===== config.mk =====
export PLATFORM = sky130hd
export DESIGN_NAME = stage1_top_hwf
export DESIGN_NICKNAME = d
export VERILOG_FILES = /design/src/rtl/stage1_top_hwf.sv
export SDC_FILE = /design/constraint.sdc
export NUM_CORES = 1
export LEC_CHECK = 0
export ABC_AREA = 1
export BUFFER_PORTS_ARGS = -buffer_cell sky130_fd_sc_hd__clkbuf_2
export CAP_MARGIN = 20
export CORE_MARGIN = 2
export CORE_UTILIZATION = 65
export DETAILED_ROUTE_END_ITERATION = 8
export GPL_TIMING_DRIVEN = 1
export PLACE_DENSITY_LB_ADDON = 0.05
export SLEW_MARGIN = 20
export SYNTH_ARGS = -nofsm -noshare
export SYNTH_HDL_FRONTEND = slang
export SYNTH_SLANG_ARGS = --single-unit
export TNS_END_PERCENT = 50

===== constraint.sdc =====
create_clock -name clk -period 7.26 [get_ports clk]
set_input_delay 0.363 -clock clk [delete_from_list [all_inputs] [get_ports clk]]
set_output_delay 0.363 -clock clk [all_outputs]
set_load 0.01 [all_outputs]

===== src/rtl/stage1_top_hwf.sv =====
// Sequential linear-kernel SVM decision: f = sum_s a[s]*<sv[s],x> + BIAS.
// The pixel and coefficient multipliers are each shared across all vectors.
module stage1_top_hwf #(
  parameter int XLEN_PIXEL    = 8,
  parameter int NUM_OF_PIXELS = 4,
  parameter int NUM_OF_SV     = 10,
  parameter int BIAS          = 4000
) (
  input  logic clk,
  input  logic rst,
  input  logic en,
  output logic y_class
);

  localparam int DOT_W  = 2*XLEN_PIXEL + $clog2(NUM_OF_PIXELS);
  localparam int PROD_W = 2*XLEN_PIXEL;
  localparam int ACC_W  = 48;
  localparam int COEF_W = 16;
  localparam int SW     = (NUM_OF_SV > 1) ? $clog2(NUM_OF_SV) : 1;
  localparam int PW     = (NUM_OF_PIXELS > 1) ? $clog2(NUM_OF_PIXELS) : 1;

  localparam logic [SW-1:0] SV_LAST  = SW'(NUM_OF_SV-1);
  localparam logic [PW-1:0] PIX_LAST = PW'(NUM_OF_PIXELS-1);
  localparam logic signed [ACC_W-1:0] ZERO = '0;

  localparam logic [2:0] S_IDLE = 3'd0;
  localparam logic [2:0] S_DOT  = 3'd1;
  localparam logic [2:0] S_MAC  = 3'd2;
  localparam logic [2:0] S_BIAS = 3'd3;
  localparam logic [2:0] S_DONE = 3'd4;

  // Hardwired test vector: x[p] = 10*(p+1).
  function automatic logic [XLEN_PIXEL-1:0] x_rom(input logic [PW-1:0] idx);
    x_rom = XLEN_PIXEL'(10 * (int'(idx) + 1));
  endfunction

  // Every pixel of support vector s holds the value s+1.
  function automatic logic [XLEN_PIXEL-1:0] sv_rom(input logic [SW-1:0] idx);
    sv_rom = XLEN_PIXEL'(int'(idx) + 1);
  endfunction

  // Folded alpha*label: +1 for even vectors, -2 for odd ones.
  function automatic logic signed [COEF_W-1:0] a_rom(input logic [SW-1:0] idx);
    a_rom = idx[0] ? -16'sd2 : 16'sd1;
  endfunction

  logic [2:0]                state;
  logic [SW-1:0]             s_idx;
  logic [PW-1:0]             p_idx;
  logic [DOT_W-1:0]          dot;
  logic signed [ACC_W-1:0]   acc;

  logic [PROD_W-1:0]         pix_prod;
  logic signed [COEF_W-1:0]  a_val;
  logic signed [ACC_W-1:0]   coef_prod;
  logic signed [ACC_W-1:0]   f_val;

  always_comb begin
    pix_prod  = PROD_W'(sv_rom(s_idx)) * PROD_W'(x_rom(p_idx));
    a_val     = a_rom(s_idx);
    coef_prod = ACC_W'(a_val) * $signed(ACC_W'(dot));
    f_val     = acc + ACC_W'(BIAS);
  end

  // en low pauses DOT/MAC/BIAS with every register held.
  always_ff @(posedge clk or negedge rst) begin
    if (!rst) begin
      state   <= S_IDLE;
      y_class <= 1'b0;
      acc     <= '0;
      dot     <= '0;
      s_idx   <= '0;
      p_idx   <= '0;
    end else begin
      case (state)
        S_IDLE: begin
          if (en) begin
            acc   <= '0;
            dot   <= '0;
            s_idx <= '0;
            p_idx <= '0;
            state <= S_DOT;
          end
        end
        S_DOT: begin
          if (en) begin
            dot <= dot + DOT_W'(pix_prod);
            if (p_idx == PIX_LAST) begin
              p_idx <= '0;
              state <= S_MAC;
            end else begin
              p_idx <= p_idx + PW'(1);
            end
          end
        end
        S_MAC: begin
          if (en) begin
            acc <= acc + coef_prod;
            dot <= '0;
            if (s_idx == SV_LAST) begin
              state <= S_BIAS;
            end else begin
              s_idx <= s_idx + SW'(1);
              state <= S_DOT;
            end
          end
        end
        S_BIAS: begin
          if (en) begin
            y_class <= (f_val >= ZERO);
            state   <= S_DONE;
          end
        end
        S_DONE: begin
          // Re-arm only after en drops, so one evaluation per en assertion.
          if (!en) state <= S_IDLE;
        end
        default: state <= S_IDLE;
      endcase
    end
  end

endmodule


======== Yosys cells after proc, flatten, opt, wreduce, memory -nomap -nowiden ========
Index checks and enable logic that the tools add are counted.
cells by class
  multipliers ............................. 3
  shifts and indexed selects .............. 0
  mux-type cells .......................... 23
  divide/modulo/power cells ............... 0
  add/subtract/negate cells ............... 7
  reduce and logical (&&, ||, !) cells .... 11
  bitwise operators ....................... 0
  magnitude comparators ................... 1
  eq/ne operators ......................... 14
operator list
  operator                  number
  $mux W48                  2
  $pmux W48 S2              1
  $add A48 B13 Y48 const B  1
  $add A48 B35 Y48          1
  $ge A48 B1 Y1 const B     1
  $mux W18                  2
  $pmux W18 S2              1
  $mul A16 B19 Y35          1
  $add A18 B12 Y18          1
  $mux W3                   6
  $mux W16                  1
  $pmux W3 S5               1
  $ne A2 B2 Y1 const B      7
  $mux W4                   3
  $mul A5 B6 Y11            1
  $reduce_and A3 Y1         3
  $mux W2                   4
  $pmux W4 S2               1
  $eq A3 B2 Y1 const B      2
  $mul A3 B3 Y6 const A     1
  $reduce_and A6 Y1         1
  $reduce_bool A2 Y1        3
  $add A4 B1 Y5 const B     1
  $add A4 B1 Y4 const B     1
  12 further kinds          12
word-level totals
  output and inout bits ................... 1
  RAM bits ................................ 0
  latch bits .............................. 0
  bits in read-only memories .............. 0
  memories ................................ 0
  flip-flop bits (word level) ............. 76

======== Logic depth before layout (Yosys ltp) ========
  word-level depth ........................ 6
  gate-level depth with buffers ........... 31

======== Worst setup path before layout ========
No wires, ideal clock.
  path kind ............................... register to register
  start point ............................. reg s_idx[0]
  end point ............................... reg acc[45]
  path buffers ............................ 3
  period minus slack after synthesis ...... 6.255 ns
  setup slack ............................. 1.005 ns
  stages on the path, launching flop included .. 28
  arrival ................................. 6.138 ns
  library setup time ...................... 0.117 ns
  data required time ...................... 7.143 ns
  cell sequence ........................... dfrtp_1 > buf_4 > buf_2 > buf_1 > nand2_1 > inv_1 > fa_1 > fa_1 > inv_1 > fa_1 > inv_1 > fa_1 > fa_1 > inv_1 > fa_1 > inv_1 > ha_1 > nand2_1 > nor2_1 > nand2_1 > inv_1 > nand2_1 > nor2_1 > nand2_1 > nand3_1 > nand2_1 > nand3_1 > nand2_1
on the way
  longest elaborated chain between the ends .. 5
RTL lines
  item                    RTL line  source
  start, declared         48        logic [SW-1:0] s_idx;
  start signal, assigned  103       s_idx <= s_idx + SW'(1);
  $mux W16                44        a_rom = idx[0] ? -16'sd2 : 16'sd1;
  $mul A16 B19 Y35        61        coef_prod = ACC_W'(a_val) * $signed(ACC_W'(dot));
  $add A48 B35 Y48        98        acc <= acc + coef_prod;
  $mux W48                97        if (en) begin
  $pmux W48 S2            75        case (state)
  end signal, assigned    98
  end, declared           51        logic signed [ACC_W-1:0] acc;
No other way between the ends. The select of a mux whose other input is x is not followed.
A chain may end at the register's enable or synchronous reset.

======== Worst setup path in the final report ========
  start point ............................. reg s_idx[0]
  end point ............................... reg dot[16]
on the way
  longest elaborated chain between the ends .. 5
RTL lines
  item                  RTL line  source
  $add A4 B1 Y5         39        sv_rom = XLEN_PIXEL'(int'(idx) + 1);
  $mul A5 B6 Y11        59        pix_prod = PROD_W'(sv_rom(s_idx)) * PROD_W'(x_rom(p_idx));
  $add A18 B12 Y18      87        dot <= dot + DOT_W'(pix_prod);
  $mux W18              86        if (en) begin
  $pmux W18 S2          75
  end signal, assigned  87
  end, declared         50        logic [DOT_W-1:0] dot;
No other way between the ends. The select of a mux whose other input is x is not followed.

==> reports/results.ini <==
[synth]
synth_edf_count = 0
yosys.area.top_type = fa_1
yosys.area.top_type_share_pct = 26.7
yosys.cell_types.count = 49
async_reset_ff_share_pct = 100
syn_avg_cell_area_sq_um = 7.26
synth_top_flop_cell = dfrtp_1
ys_seq_area_share_pct = 12.1
ys.warnings.count = 0
syn_inst = 2128
synth.area.top_cells = fa_1 27%, ha_1 16%, inv_1 15%, nand2_1 13%, dfrtp_1 12%
syn_area_sq_um = 15500
ys_seq_elements = 75

[placed_design]
pre_cts_ws_ps = 636
placed_cells_incl_taps = 2449
dp_hpwl_um = 35800
portBuffers = 3
gp_congestion = 0.995

[sta]
worst_slack_ps = 593
drv_slew = 0
slew_headroom_pct = 46.9
period_share_pct = 91.8
fmax_ghz = 0.150
rsz0062_at_grt = false
setup_viol = 0
fin_tns_setup_ps = 0
worstMarginPinSlew_ps = 796
final_hold_viol_count = 0
fin_crit_ps = 6670
final.setup_skew_ps = 19.5

[job]
maxCapViolCount = 0

[cts]
postCtsSetupBuffers = 0
clkTransAtPathRegs_ps = 70
htree_num_levels = 3
cts_tree = done
insertion_delay_ps = 370
cts-root-buf = clkbuf_16
cts_sinks = 75
clockBufferDepth = 2
cts_buffers = 9

[drt]
route.detailed.drc = 0
vias = 13200
drtIter0Drc = 1220
firstDrtPassIters = 6
detail-route-antenna-nets = 0
avgViaCountPerCell = 5.34
routedWlPerCell_um = 16.9
wirelength_um = 41700

[floorplanning]
io-pin-count = 4
die_y_um = 158
coreArea_sq_um = 23400
die-area_sq_um = 25000
fp.dieW_um = 158
fp-row-count = 56
start_util_pct = 66.0

[critical_path]
crit_required_ps = 7510
critPathMaxFanout = 41
end_kind = flip-flop
worstPathArrival_ps = 6910
crit_type = reg -> reg
setup.worst_path.start_class = flip-flop

[cells_and_area]
fill_cells = 2080
drive_gt1_share_pct = 4.15
regArea_sq_um = 1880
final_util_pct = 69.2
multi_input_area_sq_um = 11200
final_nets = 2543
layoutNonFillerInstCount = 2466
diodes = 0
area_growth_pct = 4.86

[worst_hold_path]
hold_path_class = in -> reg

[global_route]
grtUsageTotal_pct = 35.7
grt_start_max_net_pins = 47
gr-total-overflow = 0
grt_pass1_wl_um = 68000
grt_pass1_vias = 12900
antenna_found_initial = 0

[power]
power.internal_uw = 2040
seq_power_share_pct = 15.3
power_density_nw_per_um2 = 284
switchingPower_uw = 2570
vdd.ir_drop.worst_v = 0.000196
p_sw_share_pct = 55.7
combPwrFrac_pct = 73.1
clkPwrFrac_pct = 11.6
leakage_uw = 0.00993

[status]
status = finished clean

layout by cell type, fill, tap and decap left out, types with 2 or more instances in the layout:
cell type	synthesis	layout
conb_1	2	11
inv_1	599	599
o21bai_1	10	10
and2_1	2	2
nand3b_1	6	6
nand2_2	14	14
xnor2_1	6	6
nor3_2	5	5
inv_2	10	10
o21ai_0	70	70
fa_1	206	206
nand2_1	528	528
nor2_2	13	13
ha_1	192	192
a22o_1	5	5
nand4_1	22	22
bufinv_16	0	2
clkbuf_8	0	2
clkbuf_2	0	2
o211ai_1	2	2
a21oi_1	59	59
nand3_2	8	8
nor3_1	11	11
dfrtp_1	75	74
or2_2	2	2
and2_4	2	2
nand3_1	69	69
o21ai_1	7	7
xor2_1	10	10
a21o_1	3	3
a32o_1	2	2
buf_4	2	7
a22oi_1	4	4
nor2_4	6	6
clkbuf_16	0	9
nor2_1	144	144
o22ai_1	6	6
flip-flops by register name, indices dropped and copies added (netlist names):
| signal | flops |
|---|---|
| dot | 17 |
| y_class | 1 |
| acc | 48 |
| state | 3 |
| p_idx | 2 |
| s_idx | 4 |
final timing paths:
kind	slack (ps)	from	end	cells past startpoint
hold / removal	460	en	y_class	5
setup reg to reg	590	s_idx[0]	dot[16]	24
setup / recovery	590	s_idx[0]	dot[16]	24
min in group asynchronous	470	rst	acc[3]	2
max in group asynchronous	5720	rst	acc[24]	3
hold reg to reg	480	acc[32]	acc[32]	2
power groups by stage:
stage	Clock, uW	Combinational, uW	Sequential [uW]
CTS	532	3360	702
global placement	0	3250	707
detailed placement	0	3310	709
floorplan	0	2490	632
finish	533	3370	705
global route	546	3870	722
metal layers:
metal,GRT usage [%],wire length [um]
met5,0,0
met4,9.78,1160
met3,4.52,2520
met2,59.4,19700
met1,49.5,18300
through the flow:
step / power, uW / hold slack [ps] / instance area [sq um]
after floorplan: 3120 / 67.4 / 15500
after global placement: 3960 / 321 / 15900
after detailed placement: 4020 / 324 / 15900
after CTS: 4590 / 462 / 16200
after global routing: 5140 / 505 / 16200
final: 4610 / 463 / 16200
critical path, stage by stage (launching register included):
cell      delay (ps)
dfrtp_2          890
inv_2            310
nor3_1           300
xor2_1           420
nand2_1          150
fa_1             530
fa_1             530
fa_1             550
inv_1             50
ha_1             370
a21oi_1          180
o21ai_0          100
nor2_1           180
nor2_1            60
o21ai_0          150
nand2_1           90
xnor2_1          180
ha_1             380
nand2_1           90
nor2_1           160
inv_1             50
o211ai_1         540
nand3_1          140
nand2_1           90
nor2_1            50
timing repair:
action	in CTS	in global routing
hold endpoints to repair	29	0
hold buffers	1	0
resized for setup	0	0
cell families (layout without fill, tap and decap cells):
kind of cell / Yosys count / after routing / share of synthesized area [%]
AO/OA/AOI/OAI: 174 / 174 / 6.28
XOR/XNOR: 16 / 16 / 0.907
adder cells (fa/ha/maj): 398 / 398 / 42.2
buffers and inverters: 627 / 637 / 15.4
flip-flops: 75 / 75 / 12.1
other: 2 / 11 / 0.0486
AND/OR/NAND/NOR: 836 / 836 / 23.0
cell usage after synthesis (all sizes together), types with 3 or more instances:
| cell type | n |
|---|---|
| a22oi | 4 |
| o21bai | 10 |
| nor2 | 163 |
| nand3b | 6 |
| nand4 | 22 |
| nand3 | 77 |
| xor2 | 10 |
| o22ai | 6 |
| and2 | 5 |
| a21o | 3 |
| fa | 206 |
| dfrtp | 75 |
| ha | 192 |
| buf | 14 |
| nand2 | 542 |
| inv | 610 |
| o21ai | 78 |
| xnor2 | 6 |
| a21oi | 59 |
| nor3 | 16 |
| a22o | 5 |
area by class of cell:
class,instances,area share (%)
clock buffer,12,1.58
multi-input combinational,1435,69.3
tap,319,2.46
sequential,75,11.6
clock inverter,4,0.448
inverter,611,14.2
timing repair buffer,10,0.448
(Power assumes the default switching activity.)
